[src/rtl/gray_code_counter.sv]
// Up/down counter holding both binary and Gray forms of the count in registers,
// with binary or Gray parallel load, wrap/saturate limit handling and a wrap pulse.
module gray_code_counter #(
  parameter int               WIDTH     = 4,
  parameter logic [WIDTH-1:0] RESET_VAL = '0,
  parameter bit               SATURATE  = 1'b0
) (
  input  logic             clk,
  input  logic             rst_n,
  input  logic             en,
  input  logic             up_dn,
  input  logic             load,
  input  logic             load_is_gray,
  input  logic [WIDTH-1:0] load_val,
  output logic [WIDTH-1:0] count_bin,
  output logic [WIDTH-1:0] count_gray,
  output logic             wrap,
  output logic             at_max,
  output logic             at_min
);

  localparam logic [WIDTH-1:0] ALL_ONES = '1;
  localparam logic [WIDTH-1:0] ALL_ZERO = '0;
  localparam logic [WIDTH-1:0] ONE      = {{(WIDTH-1){1'b0}}, 1'b1};

  function automatic logic [WIDTH-1:0] to_gray(input logic [WIDTH-1:0] b);
    return b ^ (b >> 1);
  endfunction

  // MSB passes straight through; each lower bit folds in the decoded bit above it.
  function automatic logic [WIDTH-1:0] from_gray(input logic [WIDTH-1:0] g);
    logic [WIDTH-1:0] r;
    r[WIDTH-1] = g[WIDTH-1];
    for (int i = WIDTH - 2; i >= 0; i--) begin
      r[i] = r[i+1] ^ g[i];
    end
    return r;
  endfunction

  logic [WIDTH-1:0] next_bin;
  logic             next_wrap;

  always_comb begin
    next_bin  = count_bin;
    next_wrap = 1'b0;
    if (load) begin
      next_bin = load_is_gray ? from_gray(load_val) : load_val;
    end else if (en) begin
      if (up_dn) begin
        if (count_bin == ALL_ONES) begin
          if (!SATURATE) begin
            next_bin  = ALL_ZERO;
            next_wrap = 1'b1;
          end
        end else begin
          next_bin = count_bin + ONE;
        end
      end else begin
        if (count_bin == ALL_ZERO) begin
          if (!SATURATE) begin
            next_bin  = ALL_ONES;
            next_wrap = 1'b1;
          end
        end else begin
          next_bin = count_bin - ONE;
        end
      end
    end
  end

  // Both forms load from next_bin on the same edge so they can never disagree.
  always_ff @(posedge clk or negedge rst_n) begin
    if (!rst_n) begin
      count_bin  <= RESET_VAL;
      count_gray <= to_gray(RESET_VAL);
      wrap       <= 1'b0;
    end else begin
      count_bin  <= next_bin;
      count_gray <= to_gray(next_bin);
      wrap       <= next_wrap;
    end
  end

  assign at_max = (count_bin == ALL_ONES);
  assign at_min = (count_bin == ALL_ZERO);

endmodule

[config.mk]
export PLATFORM = sky130hd
export DESIGN_NAME = gray_code_counter
export DESIGN_NICKNAME = d
export VERILOG_FILES = /design/src/rtl/gray_code_counter.sv
export SDC_FILE = /design/constraint.sdc
export NUM_CORES = 1
export LEC_CHECK = 0
export ABC_AREA = 1
export CAP_MARGIN = 25
export CORE_MARGIN = 4
export CORE_UTILIZATION = 43
export CTS_BUF_LIST = sky130_fd_sc_hd__clkbuf_16
export DETAILED_ROUTE_END_ITERATION = 8
export GPL_ROUTABILITY_DRIVEN = 0
export GPL_TIMING_DRIVEN = 0
export HOLD_SLACK_MARGIN = 0.15
export PLACE_DENSITY_LB_ADDON = 0.12
export SYNTH_ARGS = -nofsm -noshare
export SYNTH_HDL_FRONTEND = slang
export SYNTH_SLANG_ARGS = --single-unit
export TNS_END_PERCENT = 5
[constraint.sdc]
create_clock -name clk -period 1.7 [get_ports clk]
set_input_delay 0.34 -clock clk [delete_from_list [all_inputs] [get_ports clk]]
set_output_delay 0.34 -clock clk [all_outputs]
set_load 0.005 [all_outputs]
Word-level counts from Yosys, hierarchy flattened
Cells that the tools add are included.
{"block": "op_classes", "n_addsub": 2, "eq_ne": 1, "n_mux": 11, "bitwise_logic": 4, "reduce_logical": 1}
{"op": "$mux 4", "n": 5}
{"op": "$mux 1", "n": 5}
{"op": "$add 4x1->4 const B", "n": 1}
{"op": "$eq 4x4->1 const B", "n": 1}
{"op": "$logic_not 4->1", "n": 1}
{"op": "$sub 4x1->4 const B", "n": 1}
{"op": "$xor 4x3->4", "n": 1}
{"op": "$mux 3", "n": 1}
{"op": "$xor 1x1->1", "n": 3}
{"block": "word_totals", "regBits": 9, "input_bits": 10, "out_inout_bits": 11, "elab_cells": 22}

Depth between registers and ports, before layout
Gate-level depths: netlist (run 1).
{"block": "depth", "depth_word": 6, "mapped_depth": 11, "ltp_nobuf": 11}

Worst setup path after synthesis (run 1)
OpenSTA, ideal clock, no wires.
{"block": "synth_timing", "path_type": "register -> register", "startpoint": "register count_bin[0]", "endpoint": "register count_gray[0]", "setup_time_ns": 0.117, "arrival_time_ns": 1.282, "t_required_ns": 1.583, "setup_slack_ns": 0.300, "stages_incl_launch_ff": 10, "n_path_buf": 0, "period_less_slack_ns": 1.400, "cell_sequence": "dfrtp_1 inv_1 ha_1 xnor2_1 nand2_1 nand2_1 nand2_1 inv_1 nand3_1 nand2_1"}
{"block": "synth_between", "elab_chain_cells": 6, "elab_cells_between_ends": 10, "classes_between": "2 x add/sub; 1 x eq/ne; 5 x mux; 1 x bitwise; 1 x reduce/logical"}
{"item": "start, declared", "line_no": "15", "source": "output logic [WIDTH-1:0] count_bin,"}
{"item": "start signal, assigned", "line_no": "78", "source": "count_bin <= next_bin;"}
{"item": "$sub 4x1->4, or another cell as far along", "line_no": "65", "source": "next_bin = count_bin - ONE;"}
{"item": "$mux 4 (on tied branches)", "line_no": "59, 50"}
{"item": "$mux 4 *", "line_no": "49", "source": "if (up_dn) begin"}
{"item": "$mux 4 *", "line_no": "48", "source": "end else if (en) begin"}
{"item": "$mux 4 *", "line_no": "46", "source": "if (load) begin"}
{"item": "via next_bin[1]", "line_no": "40", "source": "logic [WIDTH-1:0] next_bin;"}
{"item": "$xor 4x3->4 *", "line_no": "27", "source": "return b ^ (b >> 1);"}
{"item": "end signal, assigned", "line_no": "75", "source": "count_gray <= to_gray(RESET_VAL);"}
{"item": "end signal, assigned", "line_no": "79", "source": "count_gray <= to_gray(next_bin);"}
{"item": "end, declared", "line_no": "16", "source": "output logic [WIDTH-1:0] count_gray,"}
The timed path passes the listed nets; every way through them passes the cells marked *.

Final worst setup path (run 1)
{"block": "layout_timing", "startpoint": "register count_bin[0]", "endpoint": "output at_max"}
{"block": "layout_between", "elab_chain_cells": 1}
{"item": "$eq 4x4->1", "line_no": "84", "source": "assign at_max = (count_bin == ALL_ONES);"}
{"item": "end, declared", "line_no": "18", "source": "output logic at_max,"}
Every way passes these cells.

==> summary.txt, run 1 <==
DR iter-0 viols - 7
Mux contribution to synthesized area - 0%
Vias in the first global route - 636
Drt first pass iters - 4
DR WL/cell - 10.99 um
# fillers - 107
Flop pwr share - 26.6%
Total power - 0.9491 mW
Setup TNS - 0 ns
Switching part of the total - 26.85%
Hold Path Class - in2async
Worst Path Arrival - 1.28 ns
Simple-gate portion of the synthesized area - 40.08%
Clk pin slew, worst setup/hold paths - 0.04 ns
Critical path startpoint category - register
Hold Worst Slack - 0.3858 ns
Part of the Yosys area used for sequential elements - 33.06%
Worst setup slack after placement - -0.1927 ns
Fin util - 75.97%
DRC - 0
Starting density of the core - 45.96%
Unrepaired setup endpoints after global routing - no
Die Height - 45.53 um
Clock share of power - 40.1%
Adder-Cell Fraction of Synth Area - 4.132%
Avg Cell Area, Syn - 6.375 um^2
Crit path max fanout - 3
P&R area growth vs syn - 65.29%
Lkg Pwr - 0.5121 nW
Largest family of logic cells by synthesized area - simple AND/OR/NAND/NOR gates
Switching power of the nets - 0.2548 mW
Final Hold Fails - 0
Grt total ovfl - 0
Fin nets - 138
CTS H-tree lvls - 1
Xor/xnor share of the synthesized area - 2.893%
Antenna violations before repair - 0
CTS Root Cell - clkbuf_16
CTS tree - built
Power per cell area - 948.2 nW/um^2
Number of distinct library cells after synthesis - 17
Maximum VDD drop - 1.175 mV
HPWL Detailed - 1112 um
IO Port Bufs - 20
Slew headroom - 77.21%
Top-Level Pins - 21
Worst Tran Pin Value - 0.3407 ns
Max_cap viols - 0
Vias per inst - 4.871
Largest net degree at the start of global routing - 9
# clock sinks - 8
Final WS setup - 0.07979 ns
Final Critical Period - 1.620 ns
Non-Filler Cell Area, Final - 1001 um^2
Multi-input gate area - 369.1 um^2
Clock Skew - 0.002038 ns
Post-Place Cells - 130
Slew Limit Fails - 0
CP Capture Type - output port
Die Wd - 45.53 um
Synth Area in Compound Gates - 6.198%
Clk_lat worst skew - 0.23 ns
FP Rows - 13
WP data required - 1.36 ns
Flops & latches, synth - 8
Mapped Cells - 95
Net Count, Synth - 107
Reg area - 205.2 um^2
Antenna diodes - 0
Reg2reg path depth - 13
P_int - 0.6943 mW
CTS max path bufs - 2
Final setup fails - 0
TritonCTS Buffers - 3
Placed Area - 824.5 um^2
Fin crit share - 95.31%
GRT Util Overall - 16.95%
Fin cells - 139
Share of cells above drive strength 1 - 25.00%
Via count - 677
Final wirelength - 1528 um
Detail Route Antenna Nets - 0
Mapped Area - 605.6 um^2
WS Path Type - reg2out
Status - finished, final reports clean
Fmax - 0.6172 GHz
Comb power frac - 33.3%
Yosys warning count - 0
Core Area - 1318 um^2
First-pass GRT wire length - 2559 um
Die Footprint - 2073 um^2
flip-flops by register name, summed over array words and instances, names as in the netlist:
name and cells:
count_bin 4, count_gray 3, wrap 1
layer usage:
metal  part of all wire [%]  GRT usage [%]
met1                     42          19.56
met2                     54          30.64
met3                    4.6          5.929
met4                      0          1.754
met5                      0              0
what timing repair did:
action,4_1_cts,5_1_grt
resized for setup,7,19
hold buffers,0,0
setup buffers,8,0
pin swaps,1,8
setup endpoints to repair,2,8
synth_stat cells:
cell	count	area, um^2
a211oi_1	1	7.510
a21oi_1	5	25.02
buf_4	1	7.510
dfrtp_1	8	200.2
ha_1	2	25.02
inv_1	18	67.56
inv_2	2	7.510
nand2_1	32	120.1
nand2_2	1	6.260
nand3_1	14	70.07
nand3_2	1	10.01
nand4_1	3	18.77
nor2_1	3	11.26
nor2_2	1	6.260
o21ai_0	1	5.000
xnor2_1	1	8.760
xor2_1	1	8.760
cell families (layout without fill, tap and decap cells):
family,Yosys count,count (layout)
flops,8,8
fa+ha+maj,2,2
xor+xnor,2,2
compound gates,7,7
buf+inv,21,50
simple gates,55,55
final cells by class:
class	count	share of cell area, %
Multi-Input combinational cell	66	36.88
Timing Repair Buffer	26	24.75
Sequential cell	8	20.50
Inverter	20	7.750
Clock buffer	3	7.500
Tap cell	15	1.875
Buffer	1	0.7500
power groups by stage:
| stage | logic [mW] | clock network, mW | registers (mW) |
|---|---|---|---|
| after floorplan | 0.125 | 0 | 0.252 |
| final | 0.316 | 0.381 | 0.252 |
| after detailed placement | 0.252 | 0 | 0.255 |
| after CTS | 0.293 | 0.387 | 0.248 |
| after global placement | 0.245 | 0 | 0.254 |
| after global routing | 0.351 | 0.402 | 0.257 |
worst max-delay path, stage by stage, from the launching register on:
cell             delay [ns]
dfrtp_2                0.42
buf_6                  0.13
ha_2                   0.18
nand3_2                0.08
inv_1                  0.05
clkdlybuf4s15_1        0.19
path summary, 6_finish.rpt:
check / startpoint / end / slack, ns
min in group clk: count_bin[3] / count_bin[3] / 0.74
setup reg to reg: count_bin[0] / count_gray[2] / 0.14
hold / removal: rst_n / wrap / 0.39
hold reg to reg: count_bin[3] / count_bin[3] / 0.74
setup / recovery: count_bin[0] / at_max / 0.08
max in group asynchronous: rst_n / count_bin[0] / 1.04
layout by cell type (no fill, tap or decap):
| cell type | synthesis | final |
|---|---|---|
| o21ai_0 | 1 | 1 |
| ha_2 | 0 | 1 |
| dfrtp_2 | 0 | 4 |
| clkbuf_2 | 0 | 1 |
| clkdlybuf4s15_1 | 0 | 1 |
| nand3_1 | 14 | 13 |
| buf_4 | 1 | 5 |
| nand2_2 | 1 | 4 |
| a21oi_1 | 5 | 4 |
| inv_4 | 0 | 1 |
| inv_1 | 18 | 15 |
| nand2_1 | 32 | 29 |
| ha_4 | 0 | 1 |
| a211oi_1 | 1 | 1 |
| nor2_1 | 3 | 2 |
| a21oi_2 | 0 | 1 |
| inv_2 | 2 | 4 |
| nor2_2 | 1 | 1 |
| nand3_2 | 1 | 1 |
| buf_6 | 0 | 2 |
| xor2_1 | 1 | 1 |
| xnor2_1 | 1 | 1 |
| nand3_4 | 0 | 1 |
| clkbuf_16 | 0 | 3 |
| nand4_1 | 3 | 3 |
| dfrtp_1 | 8 | 4 |
| clkdlybuf4s50_1 | 0 | 18 |
| nor2_4 | 0 | 1 |
Power figures use the tool's default switching activity.
==> run 2, diff against run 1 <==
--- a/config.mk
+++ b/config.mk
@@ -15,7 +15,8 @@
 export GPL_TIMING_DRIVEN = 0
 export HOLD_SLACK_MARGIN = 0.15
 export PLACE_DENSITY_LB_ADDON = 0.12
+export RECOVER_POWER = 50
 export SYNTH_ARGS = -nofsm -noshare
 export SYNTH_HDL_FRONTEND = slang
 export SYNTH_SLANG_ARGS = --single-unit
-export TNS_END_PERCENT = 5
+export TNS_END_PERCENT = 30
==> summary.txt, run 2 (same netlist as run 1, synthesis figures left out) <==
Status - finished, final reports clean
Worst setup slack after placement - -0.1927 ns
Post-Place Cells - 130
Critical path startpoint category - register
Comb power frac - 32.8%
Hold Path Class - in2async
Flop pwr share - 26.7%
Crit path max fanout - 3
Top reg by flops - count_bin
DR iter-0 viols - 7
Core Area - 1318 um^2
Non-Filler Cell Area, Final - 1001 um^2
Worst Tran Pin Value - 0.3462 ns
P_int - 0.6868 mW
CP bufs+invs - 3
Hold Worst Slack - 0.4562 ns
WS Path Type - reg2out
Final setup fails - 0
Drt first pass iters - 4
P&R area growth vs syn - 65.29%
Final wirelength - 1527 um
Max reg flops - 4
Largest net degree at the start of global routing - 9
CP Capture Type - output port
Clock Skew - 0.002183 ns
# clock sinks - 8
Via count - 676
CTS max path bufs - 2
Biggest regs - count_bin x4, count_gray x3, wrap x1
Die Height - 45.53 um
IO Port Bufs - 20
Die Wd - 45.53 um
First-pass GRT wire length - 2559 um
Lkg Pwr - 0.5175 nW
Worst path top cell family by delay - flip-flops
Slew Limit Fails - 0
Clock share of power - 40.5%
Clk_lat worst skew - 0.23 ns
CTS tree - built
Unrepaired setup endpoints after global routing - no
CTS Root Cell - clkbuf_16
Final Hold Fails - 0
Grt total ovfl - 0
Leading cell type in the layout, fill and taps excluded - nand2_1
Die Footprint - 2073 um^2
WP data required - 1.36 ns
Worst Path Arrival - 1.28 ns
TritonCTS Buffers - 3
Vias per inst - 4.863
Vias in the first global route - 636
# fillers - 107
CTS H-tree lvls - 1
CP cell instances - buf_6, ha_2, nand3_2, inv_1, clkdlybuf4s15_1
Switching power of the nets - 0.2545 mW
Power per cell area - 940.4 nW/um^2
Fin nets - 138
Total power - 0.9413 mW
Maximum VDD drop - 1.170 mV
Final Critical Period - 1.620 ns
Clk pin slew, worst setup/hold paths - 0.04 ns
GRT Util Overall - 16.95%
Starting density of the core - 45.96%
FP Rows - 13
Most frequent cells in the layout - nand2_1, inv_1, nand3_1, clkdlybuf4s50_1, dlygate4sd3_1
Critical-path top delay cell - dfrtp_2
Slew headroom - 76.84%
Antenna violations before repair - 0
Share of cells above drive strength 1 - 25.00%
DRC - 0
Switching part of the total - 27.04%
Antenna diodes - 0
Final WS setup - 0.07980 ns
Fin cells - 139
Detail Route Antenna Nets - 0
CP peak stage delay - 0.42 ns
Top-Level Pins - 21
Fin crit share - 95.31%
Max_cap viols - 0
Fmax - 0.6172 GHz
Placed Area - 824.5 um^2
HPWL Detailed - 1112 um
DR WL/cell - 10.99 um
==> run 2: cell types whose count changed in the layout (fill, tap and decap cells not counted), sizes merged <==
cell	delta
clkdlybuf4s50	-6
dlygate4sd3	+6
==> run 2: repair_timing <==
| action | in CTS | in global routing |
|---|---|---|
| setup buffers | 8 | 0 |
| gates resized for setup | 7 | 19 |
| endpoints found under the setup margin | 2 | 8 |
| hold buffers | 0 | 0 |
| pin swaps | 1 | 8 |
==> run 2: layer usage <==
layer  track usage (%)  wire length, um  up-vias
met5                 0                0        -
met4             1.754                0        0
met3             5.929               70        0
met2             30.64              821       13
met1             19.56              635      308
li1                  -                -      355
==> run 2: final timing paths <==
| check | startpoint | end | slack, ns | cells past startpoint |
|---|---|---|---|---|
| min in group clk | count_bin[3] | count_bin[3] | 0.74 | 4 |
| worst max register to register | count_bin[0] | count_gray[2] | 0.14 | 13 |
| worst min-delay path | rst_n | wrap | 0.46 | 1 |
| worst max-delay path | count_bin[0] | at_max | 0.08 | 5 |
| worst min register to register | count_bin[3] | count_bin[3] | 0.74 | 4 |
| max in group asynchronous | rst_n | count_bin[0] | 0.97 | 1 |
==> run 2: power by group through the flow <==
stage               registers [mW]  logic, mW  clock network [mW]
finish                       0.251      0.309               0.381
global placement             0.254      0.245                   0
detailed placement           0.255      0.252                   0
global route                 0.256      0.343               0.402
floorplan                    0.252      0.125                   0
CTS                          0.248      0.293               0.387
==> run 2: metrics by stage <==
stage	setup TNS, ns	util (%)
CTS	-0.2348	73.03
finish	0	75.97
global placement	-0.1676	62.58
floorplan	0	-
global route	0	75.97
detailed placement	-0.1940	62.58
==> run 2: area by class of cell <==
| class | count | area (um^2) | area share, % |
|---|---|---|---|
| Sequential cell | 8 | 205.2 | 20.50 |
| Timing Repair Buffer | 26 | 247.7 | 24.75 |
| Buffer | 1 | 7.507 | 0.7500 |
| Tap cell | 15 | 18.77 | 1.875 |
| Inverter | 20 | 77.57 | 7.750 |
| Multi-Input combinational cell | 66 | 369.1 | 36.88 |
| Clock buffer | 3 | 75.07 | 7.500 |
